**config.mk**
```make
export PLATFORM = sky130hd
export DESIGN_NAME = uart_txq_flat
export DESIGN_NICKNAME = d
export VERILOG_FILES = /design/src/rtl/uart_txq_if.sv /design/src/rtl/uart_txq.sv /design/src/flat_wrapper.sv
export SDC_FILE = /design/constraint.sdc
export NUM_CORES = 1
export LEC_CHECK = 0
export BUFFER_PORTS_ARGS = -buffer_cell sky130_fd_sc_hd__buf_2
export CORE_MARGIN = 2
export CORE_UTILIZATION = 52
export DETAILED_ROUTE_END_ITERATION = 10
export PLACE_DENSITY = 0.74
export SYNTH_ARGS = -nofsm -noshare
export SYNTH_HDL_FRONTEND = slang
export SYNTH_SLANG_ARGS = --single-unit
```
**constraint.sdc**
```tcl
create_clock -name sys_clk -period 2.6 [get_ports sys_clk]
set_input_delay 0.26 -clock sys_clk [delete_from_list [all_inputs] [get_ports sys_clk]]
set_output_delay 0.26 -clock sys_clk [all_outputs]
set_load 0.01 [all_outputs]
```
**src/rtl/uart_txq_if.sv**
```systemverilog
// rtl/uart_txq_if.sv - host/transmitter signal bundle for the uart_txq byte queue
interface uart_txq_if #(
    parameter int DEPTH_LOG2 = 3
);
    logic                  wr_en_i;
    logic [7:0]            wr_data_i;
    logic                  flush_i;
    logic                  full_o;
    logic                  empty_o;
    logic [DEPTH_LOG2:0]   level_o;
    logic                  xmitH;
    logic [7:0]            xmit_dataH;
    logic                  xmit_doneH;
    logic                  overflow_o;

    modport master (
        output wr_en_i, wr_data_i, flush_i, xmit_doneH,
        input  full_o, empty_o, level_o, xmitH, xmit_dataH, overflow_o
    );

    modport slave (
        input  wr_en_i, wr_data_i, flush_i, xmit_doneH,
        output full_o, empty_o, level_o, xmitH, xmit_dataH, overflow_o
    );
endinterface

```
**src/rtl/uart_txq.sv**
```systemverilog
// rtl/uart_txq.sv - byte FIFO feeding a UART transmitter through a one-pulse launch handshake
// Optional sticky overflow flag enabled by defining UART_TXQ_OVERFLOW_EN.
module uart_txq #(
    parameter int DEPTH_LOG2 = 3
) (
    input  logic     sys_clk,
    input  logic     sys_rst_l,
    uart_txq_if.slave txq
);
    localparam int DEPTH = 1 << DEPTH_LOG2;
    localparam logic [DEPTH_LOG2:0] FULL_LEVEL = (DEPTH_LOG2+1)'(DEPTH);

    typedef enum logic [1:0] {IDLE, LAUNCH, WAIT_LOW, WAIT_HIGH} state_t;

    state_t                  state;
    logic [7:0]              mem [DEPTH];
    logic [DEPTH_LOG2-1:0]   wrPtr;
    logic [DEPTH_LOG2-1:0]   rdPtr;
    logic [DEPTH_LOG2:0]     level;
    logic                    full;
    logic                    empty;
    logic                    pop;
    logic                    push;
    logic                    xmitReg;
    logic [7:0]              xmitData;

    assign full  = (level == FULL_LEVEL);
    assign empty = (level == '0);

    // Flush beats a pending pop; a pop in the same cycle frees room for a write into a full FIFO.
    assign pop  = (state == IDLE) && !empty && txq.xmit_doneH && !txq.flush_i;
    assign push = txq.wr_en_i && !txq.flush_i && (!full || pop);

    always_ff @(posedge sys_clk or negedge sys_rst_l) begin
        if (!sys_rst_l) begin
            wrPtr <= '0;
            rdPtr <= '0;
            level <= '0;
        end else if (txq.flush_i) begin
            wrPtr <= '0;
            rdPtr <= '0;
            level <= '0;
        end else begin
            if (push) wrPtr <= wrPtr + (DEPTH_LOG2)'(1);
            if (pop)  rdPtr <= rdPtr + (DEPTH_LOG2)'(1);
            case ({push, pop})
                2'b10:   level <= level + (DEPTH_LOG2+1)'(1);
                2'b01:   level <= level - (DEPTH_LOG2+1)'(1);
                default: level <= level;
            endcase
        end
    end

    always_ff @(posedge sys_clk) begin
        if (push) mem[wrPtr] <= txq.wr_data_i;
    end

    // Launch sequencer: a popped byte must see the transmitter go busy and then idle again
    // before the next byte may be launched.
    always_ff @(posedge sys_clk or negedge sys_rst_l) begin
        if (!sys_rst_l) begin
            state    <= IDLE;
            xmitReg  <= 1'b0;
            xmitData <= 8'h00;
        end else begin
            xmitReg <= 1'b0;
            case (state)
                IDLE: begin
                    if (pop) begin
                        xmitData <= mem[rdPtr];
                        xmitReg  <= 1'b1;
                        state    <= LAUNCH;
                    end
                end
                LAUNCH:    state <= WAIT_LOW;
                WAIT_LOW:  if (!txq.xmit_doneH) state <= WAIT_HIGH;
                WAIT_HIGH: if (txq.xmit_doneH)  state <= IDLE;
                default:   state <= IDLE;
            endcase
        end
    end

`ifdef UART_TXQ_OVERFLOW_EN
    logic drop;
    logic overflow;

    assign drop = txq.wr_en_i && !txq.flush_i && full && !pop;

    always_ff @(posedge sys_clk or negedge sys_rst_l) begin
        if (!sys_rst_l)        overflow <= 1'b0;
        else if (txq.flush_i)  overflow <= 1'b0;
        else if (drop)         overflow <= 1'b1;
    end

    assign txq.overflow_o = overflow;
`else
    assign txq.overflow_o = 1'b0;
`endif

    assign txq.full_o     = full;
    assign txq.empty_o    = empty;
    assign txq.level_o    = level;
    assign txq.xmitH      = xmitReg;
    assign txq.xmit_dataH = xmitData;
endmodule

```
**src/flat_wrapper.sv**
```systemverilog
// flat-port wrapper written by rule: the top's interface ports become plain ports
module uart_txq_flat 
#(
    parameter int DEPTH_LOG2 = 3
)
  (sys_clk, sys_rst_l, txq_wr_en_i, txq_wr_data_i, txq_flush_i, txq_xmit_doneH, txq_full_o, txq_empty_o, txq_level_o, txq_xmitH, txq_xmit_dataH, txq_overflow_o);
  uart_txq_if #(.DEPTH_LOG2(DEPTH_LOG2)) txq_i ();
  input  logic sys_clk;
  input  logic sys_rst_l;
  input wire logic [$bits(txq_i.wr_en_i)-1:0] txq_wr_en_i;
  input wire logic [$bits(txq_i.wr_data_i)-1:0] txq_wr_data_i;
  input wire logic [$bits(txq_i.flush_i)-1:0] txq_flush_i;
  input wire logic [$bits(txq_i.xmit_doneH)-1:0] txq_xmit_doneH;
  output wire logic [$bits(txq_i.full_o)-1:0] txq_full_o;
  output wire logic [$bits(txq_i.empty_o)-1:0] txq_empty_o;
  output wire logic [$bits(txq_i.level_o)-1:0] txq_level_o;
  output wire logic [$bits(txq_i.xmitH)-1:0] txq_xmitH;
  output wire logic [$bits(txq_i.xmit_dataH)-1:0] txq_xmit_dataH;
  output wire logic [$bits(txq_i.overflow_o)-1:0] txq_overflow_o;
  assign txq_i.wr_en_i = txq_wr_en_i;
  assign txq_i.wr_data_i = txq_wr_data_i;
  assign txq_i.flush_i = txq_flush_i;
  assign txq_i.xmit_doneH = txq_xmit_doneH;
  assign txq_full_o = txq_i.full_o;
  assign txq_empty_o = txq_i.empty_o;
  assign txq_level_o = txq_i.level_o;
  assign txq_xmitH = txq_i.xmitH;
  assign txq_xmit_dataH = txq_i.xmit_dataH;
  assign txq_overflow_o = txq_i.overflow_o;
  uart_txq #(.DEPTH_LOG2(DEPTH_LOG2)) u_core (.sys_clk(sys_clk), .sys_rst_l(sys_rst_l), .txq(txq_i));
endmodule
```
# Yosys cells after proc, flatten, opt, wreduce, memory -nomap -nowiden
# Memory sizes are Yosys's and may differ from the RTL's. A register that Yosys moved wholly into a read port is not among the register bits.
# Cells that the tools add are included.
dict set report totals {
  output_inout_bits 16
  in_bits 13
  word_cells 50
  memories 1
  ff_bits 13
  ram_bits 64
}
# memory depth word_bits read_ports rd_ports_with_merged_regs wr line
set memory_table {}
lappend memory_table {u_core.mem 8 8 1 1 1 uart_txq.sv:16} ;# logic [7:0] mem [DEPTH];
dict set report classes {
  n_mux 14
  n_eq_ne 9
  add_sub_neg 4
  reduce_logical 17
}
# cell n
set op_table {}
lappend op_table {{3-bit 2-to-1 mux} 4}
lappend op_table {{2-bit case mux with 4 select lines} 1}
lappend op_table {{4-bit case mux with 2 select lines} 1}
lappend op_table {{3-bit by 1-bit adder with 3-bit output, second input constant} 2}
lappend op_table {{2-bit equality test, second input constant} 3}
lappend op_table {{2-bit 2-to-1 mux} 3}
lappend op_table {{1-bit logical AND} 5}
lappend op_table {{4-bit by 1-bit adder with 4-bit output, second input constant} 1}
lappend op_table {{2-bit by 1-bit equality test with 1-bit output, second input constant} 2}
lappend op_table {{4-bit equality test, second input constant} 1}
lappend op_table {{1-bit zero test} 4}
lappend op_table {{4-bit zero test} 1}
lappend op_table {{1-bit 2-to-1 mux} 4}
lappend op_table {{4-bit 2-to-1 mux} 1}
lappend op_table {{2-bit != test, second input constant} 2}
lappend op_table {{2-bit nonzero test} 2}
lappend op_table {{4-bit by 1-bit subtractor with 4-bit output, second input constant} 1}
lappend op_table {{3-bit AND reduction} 1}
lappend op_table {{3-bit nonzero test} 1}
lappend op_table {{2-bit zero test} 1}
lappend op_table {{2-bit by 1-bit != test with 1-bit output, second input constant} 1}
lappend op_table {{2-bit AND reduction} 1}
lappend op_table {{1-bit logical OR} 1}

# Longest topological paths before layout
# Gate-level depths: netlist of run 1.
dict set report depth {
  depth_word 10
  mapped_depth 9
  mapped_depth_nobuf 9
}

# Worst setup path after synthesis of run 1
# OpenSTA, ideal clock, no wires.
dict set report synth_path {
  kind {register to register}
  from {register u_core.state[0]}
  to {memory u_core.mem[4][0], enable pin}
  slack_ps 97
  setup_time_ps 398
  t_arrival_ps 2105
  synth_period_minus_slack_ps 2503
  stages_incl_launch_ff 7
  t_required_ps 2202
  n_path_buf 1
  cell_sequence {dfrtp_1 -> inv_1 -> ha_1 -> and2_1 -> clkbuf_1 -> o21ai_4 -> nor4b_1}
}
dict set report synth_between {
  elab_chain_len 8
}
# element line
set synth_lines {}
lappend synth_lines {{from (decl)} uart_txq.sv:15} ;# state_t state;
lappend synth_lines {{from (signal assigned)} uart_txq.sv:62} ;# state <= IDLE;
lappend synth_lines {{from (signal assigned)} uart_txq.sv:72} ;# state <= LAUNCH;
lappend synth_lines {{from (signal assigned)} uart_txq.sv:75} ;# LAUNCH: state <= WAIT_LOW;
lappend synth_lines {{2-bit zero test} uart_txq.sv:31} ;# assign pop = (state == IDLE) && !empty && txq.xmit_doneH && !txq.flush_i;
lappend synth_lines {{1-bit logical AND (3 in a row)} uart_txq.sv:31}
lappend synth_lines {{1-bit logical OR} uart_txq.sv:32} ;# assign push = txq.wr_en_i && !txq.flush_i && (!full || pop);
lappend synth_lines {{1-bit logical AND} uart_txq.sv:32}
lappend synth_lines {{1-bit 2-to-1 mux} uart_txq.sv:55} ;# if (push) mem[wrPtr] <= txq.wr_data_i;
lappend synth_lines {{1-bit 2-to-1 mux (not written as such)} uart_txq.sv:55}
lappend synth_lines {{to (decl)} uart_txq.sv:16}
# No other way between the ends.

# Final worst setup path of run 1
dict set report layout_path {
  from {register u_core.state[0]}
  to {memory u_core.mem[7][1], enable pin}
}
# Same word-level chain as after synthesis.

==> metrics, run 1 <==
outcome=complete, no violations; f_max=424 MHz; IO Count=29; M1 WL=2850 microns; Main synth FF type=edfxtp_1; xor/xnor share of the synthesized area=less than 1%; CTS Buf Count=9; Reg2Reg Depth=7; number of max-cap violations=0; worst hold stages=2; max_slew headroom=approximately a third; Post-Synth Adder-Cell Area=approximately 3.4%; terminus of the critical flop-to-flop path=u_core.mem[7][1]$_DFFE_PP_; Root Driver=clkbuf_8; Worst IR Drop VDD=477 uV; syn_area_per_cell=16.9 sq um; clk_lat worst skew=0.35 ns; DR WL met3=334 microns; # H-tree levels=3; routed wire length on met2=3040 microns; die width=87.0 microns; Yosys top cell area share=53.6%; mux contribution to synthesized area=14.1%; pwr/cell area=846 mW/mm^2; vias in the first global route=roughly 1900; die height=~87 microns; Worst Path Max Fanout=9; Hold Violations, Final=0; antenna violation net count after detailed routing=0; Hold EP=u_core.txq.level_o[3]$_DFFE_PN0P_; Port Buffers=27; Cells after DPL=325; Highest Signal Layer=met4; Synth area leaders=edfxtp_1 (54%), dfrtp_1 (15%), mux4_2 (10%), ha_1 (2.8%), mux2i_1 (2.8%); gr ovfl total=0; non-filler instance count after layout=342; area fraction in compound gates after synthesis=~4.5%; Critical Path Source Type=flop; Synth Area in Simple Gates=7.12%; Seq/Total Area, Yosys=68.3%; Initial Util=53.3%; CP Data Arrival Time=2.43 ns; EDFF count, synth=64; die area=0.00757 sq mm; fillers=500; Total Routing Usage GR=a little under a fifth; Syn Nets=approximately 230; Multi-input gate area=0.00110 sq mm; post-synthesis cell count=212; FF/Latch Area=0.00245 sq mm; final setup fails=0; Placeable Area=0.00672 sq mm; CP endpoint kind=flop; leading area contributor after synthesis=edfxtp_1; Leak=0.00149 uW; actual slew at the worst max-slew pin=1.00 ns; Layout area overhead=14.8%; synthesized cell area=approximately 0.0036 sq mm; DR WL/cell=18.5 microns; worst slack at placement=roughly 0.16 ns; vias post-DR=1949; clk buf depth=2; CTS tree=done; Fin Hold WS=0.178 ns; initial antenna violation count=0; Crit Reg-Reg Startpoint=u_core.state[0]$_DFFE_PN0P_; Detailed Place HPWL=about 4200 microns; global-route wire length before repair=10300 microns; Via density=5.70; Pre-antenna DRT Iters=4; Min-Delay Path Class=in -> reg; DRC Markers=0; post-layout min period=roughly 2.4 ns; Starting DRT DRC Count=173; post-layout instance area=0.00412 sq mm; diode count=0; Slew Limit Fails=0; Synth cell types=44; min-delay src=txq_flush_i; critical path class=reg -> reg; nets=279; placed inst area=0.00392 sq mm; Tcrit/Tclk final=90.6%; Yosys warnings=0; fraction of registers with async set/reset=around 25%; largest net degree at the start of global routing=22; GPL Wtd Cong=0.748; largest family of logic cells by synthesized area=multiplexers; clock skew=0.00624 ns; layout cells sized above 1=31.7%; row cnt=30; Final WS setup=0.244 ns; Routed WL=between 6000 and 7000 microns; FF+latch count, synth=85; CP Data Required Time=2.67 ns; FF-to-FF setup slack=0.24 ns; clock-pin slew on the worst setup and hold paths=about 0.090 ns; clk sink count=85; overall power=around 3500 uW
## cell usage in the layout, fill, tap and decap left out, types with 5 or more instances in the layout
cell,instances
a21oi_1,10
buf_2,27
buf_4,14
clkbuf_8,9
dfrtp_1,21
edfxtp_1,64
ha_1,8
mux2i_1,10
mux4_2,16
nand2_1,5
nor2_1,16
nor3_1,5
## registers in the layout, indices dropped and copies added, names as in the netlist
name                   flops
u_core.txq.level_o         4
u_core.wrPtr               3
u_core.txq.xmitH           1
u_core.state               2
u_core.rdPtr               3
u_core.mem                64
u_core.txq.xmit_dataH      8
## area by class of cell
| type | instances | area share (%) |
|---|---|---|
| multi-input cells | 114 | 26.8 |
| clock inverters | 7 | 1.40 |
| flip-flops and latches | 85 | 59.5 |
| inverters | 4 | 0.365 |
| clock buffers | 9 | 3.01 |
| well taps | 80 | 2.43 |
| repair buffers | 43 | 6.57 |
## worst max path at each step
stage                                              endpoint                         from  depth (start not counted)
after detailed placement  u_core.txq.level_o[3]$_DFFE_PN0P_  u_core.state[0]$_DFFE_PN0P_                         10
after global routing      u_core.txq.level_o[3]$_DFFE_PN0P_  u_core.state[0]$_DFFE_PN0P_                          9
after CTS                 u_core.txq.level_o[3]$_DFFE_PN0P_  u_core.state[0]$_DFFE_PN0P_                          9
after floorplan                  u_core.mem[4][0]$_DFFE_PP_  u_core.state[0]$_DFFE_PN0P_                          6
after global placement    u_core.txq.level_o[3]$_DFFE_PN0P_  u_core.state[0]$_DFFE_PN0P_                          9
final                            u_core.mem[7][1]$_DFFE_PP_  u_core.state[0]$_DFFE_PN0P_                          7
## where the power goes
part           total [uW]  switching (uW)  internal, uW
Clock                 851             491           360
Sequential           1740             140          1600
Combinational         893             449           444
Total                3480            1080          2400
## worst max-delay path, cell delays in order (launching register included)
cell and delay [ns]:
dfrtp_1 0.40, inv_1 0.12, ha_1 0.22, and2_1 0.21, o21ai_4 0.07, buf_4 0.17
nor3_1 0.61, buf_4 0.28
## per-stage QoR
| step | util [%] | setup TNS [ns] |
|---|---|---|
| floorplan | - | 0 |
| global placement | 58.3 | 0 |
| detailed placement | 58.3 | 0 |
| CTS | 61.1 | 0 |
| global route | 61.2 | -0.0303 |
| finish | 61.2 | 0 |
## cells in the mapped netlist, types with 2 or more instances
cell and number:
nand2b_1 2, a21oi_1 10, xnor2_1 3, o21bai_1 2, a21o_1 2, ha_1 8, mux4_2 16, o21ai_0 4
nand3b_1 2, mux2i_1 10, nor3_1 5, buf_2 2, inv_1 4, nand2_1 5, dfrtp_1 21, nor2_1 16
clkbuf_1 5, nor4b_1 2, mux2_1 3, nor4_1 3, edfxtp_1 64
## routing by layer
layer	vias to the layer above	GRT usage [%]
li1	918	-
met1	977	26.5
met2	46	29.6
met3	8	4.55
met4	0	7.67
met5	-	0
## cell families (layout without fill, tap and decap cells)
family | after synthesis | after routing
buffers and inverters | 13 | 63
DFF | 85 | 85
AOI/OAI and AO/OA | 25 | 25
and+or+nand+nor | 45 | 45
other | 1 | 1
adders and majority gates | 9 | 9
xor gates and xnor gates | 4 | 4
muxes | 30 | 30
## repair_timing
item,in CTS,in global routing
endpoints found under the hold margin,21,0
setup endpoints to repair,0,1
gates resized for setup,0,2
setup buffers,0,0
hold buffers,1,0
(Power assumes the default switching activity.)
==> run 2: changes to the inputs <==
- CTS_CLUSTER_SIZE: unset -> 10
- SKIP_LAST_GASP: unset -> 1
- clock period: 2.6 -> 2.08 ns (I/O delays scaled with it)
==> run 2 against run 1 <==
  * Setup slack worse by 0.20 ns
  * Largest power group unchanged
  * Sequential cell count unchanged
  * Clock power up 45%
  * Final area grew 6.8%
  * Via count up 4.0%
  * Largest cell class unchanged
  * Sequential share of layout area decreased by 3.8 points
  * Non-clock buffer count grew 15
==> metrics, run 2 (same netlist as run 1, synthesis figures left out) <==
utilization after layout=65.4% (+4.2 points); largest register by flop count=u_core.mem; die height=87.0 microns (unchanged); post-layout min period=2.04 ns (-0.316 ns); Setup TNS=0 ns (unchanged); vias in the first global route=1989 (+3.4%); Worst path top cell family by delay=compound AO/OA/AOI/OAI gates; CP Data Arrival Time=2.32 ns (-0.11 ns); Total Routing Usage GR=19.4% (+0.21 points); Hold EP=u_core.mem[0][3]$_DFFE_PP_; antenna violation net count after detailed routing=0 (unchanged); outcome=complete, no violations; Critical-path top delay cell=dfrtp_1; CP endpoint kind=flop; CTS Buf Count=9 (unchanged); met2 Use GR=32.6% (+3.1 points); worst hold stages=1 (-1); min-delay src=txq_wr_data_i[3]; number of max-cap violations=0 (unchanged); Root Driver=clkbuf_8; Starting DRT DRC Count=117 (-32%); pwr/cell area=1100 mW/mm^2 (+30%); Critical Path Most Common Cell=nor4_4; unrepaired setup endpoints after global routing=yes; FF-to-FF setup slack=0.04 ns (-0.20 ns); nets=294 (+5.4%); fillers=486 (-2.8%); Port Buffers=27 (unchanged); row cnt=30 (unchanged); Worst IR Drop VDD=574 uV (+20%); critical path class=reg -> reg; gr ovfl total=0 (unchanged); Pre-antenna DRT Iters=4 (unchanged); CTS tree=done; largest net degree at the start of global routing=22 (unchanged); Min-Delay Path Class=in -> reg; Worst Path Max Fanout=4 (-5); Detailed Place HPWL=4310 microns (+3.1%); diode count=0 (unchanged); layout cells sized above 1=40.8% (+9.1 points); DR WL/cell=18.7 microns (+1.1%); met1 Track Usage GR=25.1% (-1.4 points); clk buf depth=2 (unchanged); Initial Util=53.3% (unchanged); Placeable Area=0.00672 sq mm (unchanged); clk_lat worst skew=0.35 ns (about the same); vias post-DR=2026 (+4.0%); most used routing layer=met2; actual slew at the worst max-slew pin=0.566 ns (-0.435 ns); clock-pin slew on the worst setup and hold paths=0.09 ns (about the same); clock skew=0.00748 ns (+0.00124 ns); Tcrit/Tclk final=98.1% (+7.5 points); IO Count=29 (unchanged); Reg2Reg Depth=7 (unchanged); CP Cell Sequence=nor4_4 -> nor4_4 -> ha_1 -> a21o_1 -> a2111oi_4 -> o21bai_1 -> a31oi_1; FF/Latch Area=0.00245 sq mm (+0.10%); CP Data Required Time=2.36 ns (-0.31 ns); terminus of the critical flop-to-flop path=u_core.txq.level_o[3]$_DFFE_PN0P_; Critical Path Source Type=flop; commonest non-fill, non-tap cells in the layout=edfxtp_1 (64), buf_2 (27), buf_4 (25), dfrtp_1 (19); Crit Reg-Reg Startpoint=u_core.txq.level_o[0]$_DFFE_PN0P_; clk sink count=85 (unchanged); f_max=490 MHz (+15%); Slew Limit Fails=0 (unchanged); die area=0.00757 sq mm (unchanged); Via density=5.68 (-0.42%); # H-tree levels=3 (unchanged); Hold Violations, Final=0 (unchanged); leading cell type in the layout, fill and taps excluded=edfxtp_1; max_slew headroom=62.3% (+29 points); final setup fails=0 (unchanged); Critical Path Max Stage Delay=0.44 ns (-0.17 ns); Largest register FFs=64 (unchanged); Layout area overhead=22.7%; GPL Wtd Cong=0.781 (+4.5%); GR Layer Usage met3=4.83% (+0.28 points); DRC Markers=0 (unchanged); global-route wire length before repair=10500 microns (+2.5%); Routed WL=6660 microns (+5.5%); Leak=0.00160 uW (+7.4%); Multi-input gate area=0.00119 sq mm (+7.8%); initial antenna violation count=0 (unchanged); die width=87.0 microns (unchanged); WP buf/inv=0 (-3)
## run 2: cell count changes in the layout (fill, tap and decap cells not counted), moves of 2 or more
cell | before | now
buf_12 | 1 | 5
buf_4 | 14 | 25
dfrtp_1 | 21 | 19
dfrtp_2 | 0 | 2
ha_1 | 8 | 6
inv_1 | 4 | 2
inv_2 | 0 | 2
inv_8 | 1 | 3
nor4_1 | 2 | 0
## run 2: worst max-delay path by stage
stage / from / end / depth (start not counted)
final: u_core.txq.level_o[0]$_DFFE_PN0P_ / u_core.txq.level_o[3]$_DFFE_PN0P_ / 7
after CTS: u_core.txq.level_o[2]$_DFFE_PN0P_ / u_core.txq.level_o[2]$_DFFE_PN0P_ / 7
after global routing: u_core.txq.level_o[1]$_DFFE_PN0P_ / u_core.txq.level_o[3]$_DFFE_PN0P_ / 7
after global placement: u_core.state[1]$_DFFE_PN0P_ / u_core.txq.level_o[3]$_DFFE_PN0P_ / 9
after detailed placement: u_core.state[1]$_DFFE_PN0P_ / u_core.txq.level_o[3]$_DFFE_PN0P_ / 9
after floorplan: u_core.state[0]$_DFFE_PN0P_ / u_core.mem[2][0]$_DFFE_PP_ / 6
## run 2: worst reg2reg max path, stage by stage (launching register included)
cell and delay (ns):
dfrtp_1 0.44, nor4_4 0.37, nor4_4 0.10, ha_1 0.32
a21o_1 0.19, a2111oi_4 0.29, o21bai_1 0.10, a31oi_1 0.14
## run 2: layout make-up
| class | instances | share of cell area, % |
|---|---|---|
| flip-flops and latches | 85 | 55.7 |
| clock inverters | 7 | 1.99 |
| well taps | 80 | 2.28 |
| multi-input cells | 114 | 27.0 |
| inverters | 4 | 0.341 |
| clock buffers | 9 | 2.82 |
| repair buffers | 58 | 9.85 |
## run 2: where the power goes
group | switching (uW) | internal, uW | leakage, uW
Sequential | 125 | 2000 | 0.000838
Combinational | 727 | 744 | 0.000660
Clock | 642 | 584 | 0.000102
## run 2: repair_timing
item	in CTS	in global routing
hold endpoints to repair	21	0
hold buffers	1	0
pin swaps	4	5
buffers inserted	4	2
endpoints found under the setup margin	2	30
resized for setup	9	4
## run 2: per-stage QoR
stage	worst slack (ns)	instance area, sq um	hold WS, ns	std cells	power (uW)
2_1_floorplan	-0.114	3630	-0.0876	212	2960
3_3_place_gp	0.0160	4060	0.212	334	3440
3_5_place_dp	-0.105	4060	0.213	334	3480
4_1_cts	-0.0146	4350	0.109	355	4810
5_1_grt	-0.0973	4400	0.113	357	5080
6_report	0.0399	4400	0.118	357	4820
## run 2: per-layer routing
layer	part of all wire (%)	up-vias	wire [microns]
met3	3.6	6	238
li1	-	944	-
met2	54	42	3570
met4	0.95	0	63
met5	0	-	0
met1	42	1034	2790
